$ cat config.mk
export PLATFORM = sky130hd
export DESIGN_NAME = fetch_unit
export DESIGN_NICKNAME = d
export VERILOG_FILES = /design/src/rtl/fetch_unit.sv
export SDC_FILE = /design/constraint.sdc
export NUM_CORES = 1
export LEC_CHECK = 0
export CAP_MARGIN = 0
export CORE_ASPECT_RATIO = 1.25
export CORE_MARGIN = 2
export CORE_UTILIZATION = 45
export CTS_BUF_LIST = sky130_fd_sc_hd__clkbuf_8
export DETAILED_ROUTE_END_ITERATION = 8
export PLACE_DENSITY = 0.77
export SYNTH_ARGS = -nofsm -noshare
export SYNTH_HDL_FRONTEND = slang
export SYNTH_SLANG_ARGS = --single-unit
$ cat constraint.sdc
create_clock -name clk -period 5.2 [get_ports clk]
set_input_delay 1.04 -clock clk [delete_from_list [all_inputs] [get_ports clk]]
set_output_delay 1.04 -clock clk [all_outputs]
set_load 0.02 [all_outputs]
$ cat src/rtl/fetch_unit.sv
// Instruction fetch unit: walks program memory from index 0, presenting each
// word with its index two cycles after it is addressed. It absorbs downstream
// stalls with a one-entry hold buffer, redirects on jump, and stops on the
// halt word or at the last program index.
module fetch_unit #(
    parameter int unsigned          code_size      = 12,
    parameter int unsigned          program_length = 256,
    parameter logic [code_size-1:0] halt_code      = {code_size{1'b1}}
) (
    input  logic                 clk,
    input  logic                 rst,
    input  logic                 start,
    output logic [31:0]          mem_addr,
    input  logic [code_size-1:0] mem_data,
    input  logic                 stall,
    input  logic                 jump,
    input  logic [31:0]          jump_target,
    output logic [code_size-1:0] code,
    output logic [31:0]          code_index,
    output logic                 code_valid,
    output logic                 halted
);

    typedef enum logic [1:0] {
        IDLE  = 2'd0,
        FETCH = 2'd1,
        HALT  = 2'd2
    } state_t;

    localparam logic [31:0] last_idx_c = 32'(program_length - 1);

    state_t               state_q, state_d;
    logic [31:0]          pc_q, pc_d;
    // inflight: mem_data in this cycle is a new word that was addressed last cycle
    logic                 inflight_q, inflight_d;
    logic [31:0]          inflight_idx_q, inflight_idx_d;
    logic                 hold_valid_q, hold_valid_d;
    logic [code_size-1:0] hold_data_q, hold_data_d;
    logic [31:0]          hold_idx_q, hold_idx_d;
    logic [code_size-1:0] code_q, code_d;
    logic [31:0]          code_index_q, code_index_d;
    logic                 code_valid_q, code_valid_d;
    logic                 halted_q, halted_d;

    // Next-state, pc, hold-buffer and output-word computation.
    always_comb begin
        state_d        = state_q;
        pc_d           = pc_q;
        inflight_d     = 1'b0;
        inflight_idx_d = inflight_idx_q;
        hold_valid_d   = hold_valid_q;
        hold_data_d    = hold_data_q;
        hold_idx_d     = hold_idx_q;
        code_d         = code_q;
        code_index_d   = code_index_q;
        code_valid_d   = 1'b0;

        case (state_q)
            IDLE, HALT: begin
                if (start) begin
                    state_d      = FETCH;
                    pc_d         = 32'd0;
                    hold_valid_d = 1'b0;
                end else begin
                    state_d = state_q;
                end
            end
            FETCH: begin
                if (jump) begin
                    // Redirect: drop the in-flight word and anything held.
                    pc_d         = jump_target;
                    hold_valid_d = 1'b0;
                end else if (stall) begin
                    // Park the one word already on its way; the address stays
                    // put, so later reads simply repeat and are not new.
                    if (inflight_q && !hold_valid_q) begin
                        hold_valid_d = 1'b1;
                        hold_data_d  = mem_data;
                        hold_idx_d   = inflight_idx_q;
                    end else begin
                        hold_valid_d = hold_valid_q;
                    end
                end else begin
                    pc_d           = pc_q + 32'd1;
                    inflight_d     = 1'b1;
                    inflight_idx_d = pc_q;
                    // The held word is always older than anything in flight.
                    if (hold_valid_q) begin
                        code_d       = hold_data_q;
                        code_index_d = hold_idx_q;
                        code_valid_d = 1'b1;
                        hold_valid_d = 1'b0;
                    end else if (inflight_q) begin
                        code_d       = mem_data;
                        code_index_d = inflight_idx_q;
                        code_valid_d = 1'b1;
                    end else begin
                        code_valid_d = 1'b0;
                    end
                    // Stop on the halt word or the last program word; freeze pc.
                    if (code_valid_d && ((code_d == halt_code) || (code_index_d == last_idx_c))) begin
                        state_d    = HALT;
                        pc_d       = pc_q;
                        inflight_d = 1'b0;
                    end else begin
                        state_d = FETCH;
                    end
                end
            end
            default: begin
                state_d = IDLE;
            end
        endcase

        halted_d = (state_q == HALT) && (state_d == HALT);
    end

    // State and output registers with asynchronous reset.
    always_ff @(posedge clk or posedge rst) begin
        if (rst) begin
            state_q        <= IDLE;
            pc_q           <= 32'd0;
            inflight_q     <= 1'b0;
            inflight_idx_q <= 32'd0;
            hold_valid_q   <= 1'b0;
            hold_data_q    <= {code_size{1'b0}};
            hold_idx_q     <= 32'd0;
            code_q         <= {code_size{1'b0}};
            code_index_q   <= 32'd0;
            code_valid_q   <= 1'b0;
            halted_q       <= 1'b0;
        end else begin
            state_q        <= state_d;
            pc_q           <= pc_d;
            inflight_q     <= inflight_d;
            inflight_idx_q <= inflight_idx_d;
            hold_valid_q   <= hold_valid_d;
            hold_data_q    <= hold_data_d;
            hold_idx_q     <= hold_idx_d;
            code_q         <= code_d;
            code_index_q   <= code_index_d;
            code_valid_q   <= code_valid_d;
            halted_q       <= halted_d;
        end
    end

    assign mem_addr   = pc_q;
    assign code       = code_q;
    assign code_index = code_index_q;
    assign code_valid = code_valid_q;
    assign halted     = halted_q;

endmodule

==> impl_metrics.tcl <==
set metrics [dict create \
    power.density_nw_per_um2 528.4 \
    die_y_um 149.3 \
    cts_buffers 17 \
    holdBufCountCts 0 \
    maxSlewHeadroom 0.3313 \
    final-hold-violation-count 0 \
    finalNetCount 950 \
    leakagePower_nw 4.016 \
    vias_per_cell 5.960 \
    totalWireLength_mm 21.41 \
    muxShareOfSynthArea 0.06500 \
    drt_iter0_markers 679 \
    synth_xor_area_frac 0 \
    route.detailed.drc 0 \
    root_buffer "clkbuf_8" \
    setup_viol 0 \
    grt_pass1_wl_mm 34.25 \
    final_cells 1133 \
    grt_antenna_before_repair 0 \
    seq_area_frac_synth 0.5200 \
    syn-num-nets 842 \
    synth_fa_ha_area_frac 0.001646 \
    yosys.area_share.simple 0.1754 \
    synth_cells 792 \
    wl_per_cell_um 18.90 \
    synthToLayoutAreaGrowth_pct 24.90 \
    cts_resized 0 \
    overflow 0 \
    grt_pass1_vias 6488 \
    grt.total_usage 0.2432 \
    ys_types 63 \
    drv_slew 0 \
    grt_start_max_net_pins 110 \
    core_area_um2 16710 \
    io_pins 127 \
    rsz0062_at_grt "no" \
    cp-startpoint "hold_valid_q$_DFFE_PP0P_" \
    setup_tns_ps 0 \
    initial_core_util 0.4550 \
    yosysMostFrequentCell "dfrtp_1" \
    insertedDiodeCount 0 \
    cp.required_ps 5550 \
    cts_sinks 158 \
    design.die.area_um2 17960 \
    synth-seq-cells 158 \
    hold_class "reg2reg" \
    hold_start "code[2]$_DFFE_PP0P_" \
    postLayoutCellArea_um2 9497 \
    die_w_um 120.3 \
    max-vdd-ir-drop_v 0.0002868 \
    dp_slack_ps 1500 \
    synth-edff-count 0 \
    synth_ff_type "dfrtp_1" \
    worst_pin_slew_ps 1003 \
    place.gp.congestion 0.9240 \
    synth_warnings 0 \
    post_dp_cell_area_um2 9076 \
    min_period_over_period 0.6964 \
    synth_top_area_share 0.5200 \
    syn_area_um2 7604 \
    synth_area_per_cell_um2 9.600 \
    synth_top_area_cell "dfrtp_1" \
    drive_above_1_share 0.1128 \
    synth.top_cells.by_count "dfrtp_1 (158), nand2_1 (125), o21ai_0 (60), o22ai_1 (47), a21oi_1 (44)" \
    worst_slack_ps 1579 \
    regToRegStartpoint "hold_valid_q$_DFFE_PP0P_" \
    portBuffers 126 \
    synth_compound_area_frac 0.2008 \
    worstPathMaxFanout 31 \
    synth_top_family_by_area "compound AO/OA/AOI/OAI gates" \
    cts_setup_buffers 0 \
    holdWs_ps 511.3 \
    end_kind "register" \
    fin_skew_ps 17.23 \
    cts.reportedPaths.clkPinSlew_ps 90 \
    cts_buffer_depth 2 \
    synth_area_leaders "dfrtp_1 (52%), mux2_2 (6.4%), nand2_1 (6.2%)" \
    crit_type "reg2reg" \
    start_kind "register" \
    placed_cells_incl_taps 1101 \
    fin_util 0.5683 \
    cts_tree "built" \
    num_vias 6753 \
    dr.pass1.iters 5 \
    drv_cap 0 \
    fp-row-count 53 \
    detail-route-antenna-nets 0 \
    period_needed_ps 3621 \
    clock_latency_ps 460 \
    fin_total_pwr_mw 5.018 \
    cp.arrival_ps 3970 \
    htreeDepth 4 \
    dp_hpwl_mm 14.98 \
    status "finished clean" \
    clock.fmax_mhz 276.1 \
    async_reset_ff_frac 1.000 \
]
==> registers in the layout, summed over array words and instances, names as in the netlist <==
name and flops:
code_index 32, state_q 2, hold_valid_q 1, inflight_idx_q 32, hold_data_q 12, halted 1
code 12, code_valid 1, inflight_q 1, mem_addr 32, hold_idx_q 32
==> layout by cell type (no fill, tap or decap), drive strengths merged, types with 8 or more instances in the layout <==
cell type      count
mux2              43
nand3             23
clkdlybuf4s50    126
nand2            125
dfrtp            158
a31oi              9
a21oi             44
a22oi             25
nor2              29
nor4              12
o21ai             85
nor3              12
inv               25
nor2b              8
o22ai             47
nand4             17
buf               15
and3              11
clkbuf            17
==> worst max-delay path, stage by stage (launching register included) <==
cell,delay (ps)
dfrtp_1,1010
inv_1,450
or3_1,420
a32oi_1,250
nand4_2,210
o311ai_4,410
o21ai_4,220
a211o_1,310
a32o_1,240
==> path summary, 6_finish.rpt <==
check	end	slack, ps	depth (start not counted)
setup / recovery	mem_addr[30]$_DFFE_PP0P_	1580	8
min in group asynchronous	code_index[10]$_DFFE_PP0P_	1110	2
hold / removal	code[2]$_DFFE_PP0P_	510	2
max in group asynchronous	inflight_idx_q[26]$_DFFE_PP0P_	3010	3
setup reg to reg	mem_addr[30]$_DFFE_PP0P_	1580	8
hold reg to reg	code[2]$_DFFE_PP0P_	510	2
==> power breakdown <==
| group | internal [mW] | switching, mW |
|---|---|---|
| clock network | 0.482 | 0.488 |
| registers | 1.71 | 0.594 |
| logic | 0.845 | 0.902 |
==> kinds of logic (layout without fill, tap and decap cells) <==
family | count (synthesis) | count (layout)
AOI/OAI and AO/OA | 244 | 244
adders and majority gates | 1 | 1
buffers and inverters | 73 | 194
DFF | 158 | 158
muxes | 44 | 44
and+or+nand+nor | 272 | 272
==> metal layers <==
metal | vias up | wire, µm | track usage
met3 | 57 | 1458 | 0.04243
met4 | 0 | 707 | 0.1099
met5 | - | 0 | 0
met2 | 311 | 10380 | 0.3906
li1 | 3128 | - | -
met1 | 3257 | 8869 | 0.3235
==> final cells by class <==
class,count,area [µm²]
Fill cell,1497,7214
Sequential cell,158,3954
Multi-Input combinational cell,561,3378
Timing Repair Buffer,141,1386
Tap cell,220,275.3
Clock buffer,17,234.0
Clock inverter,15,186.4
Inverter,21,82.58
(Power assumes the default switching activity.)
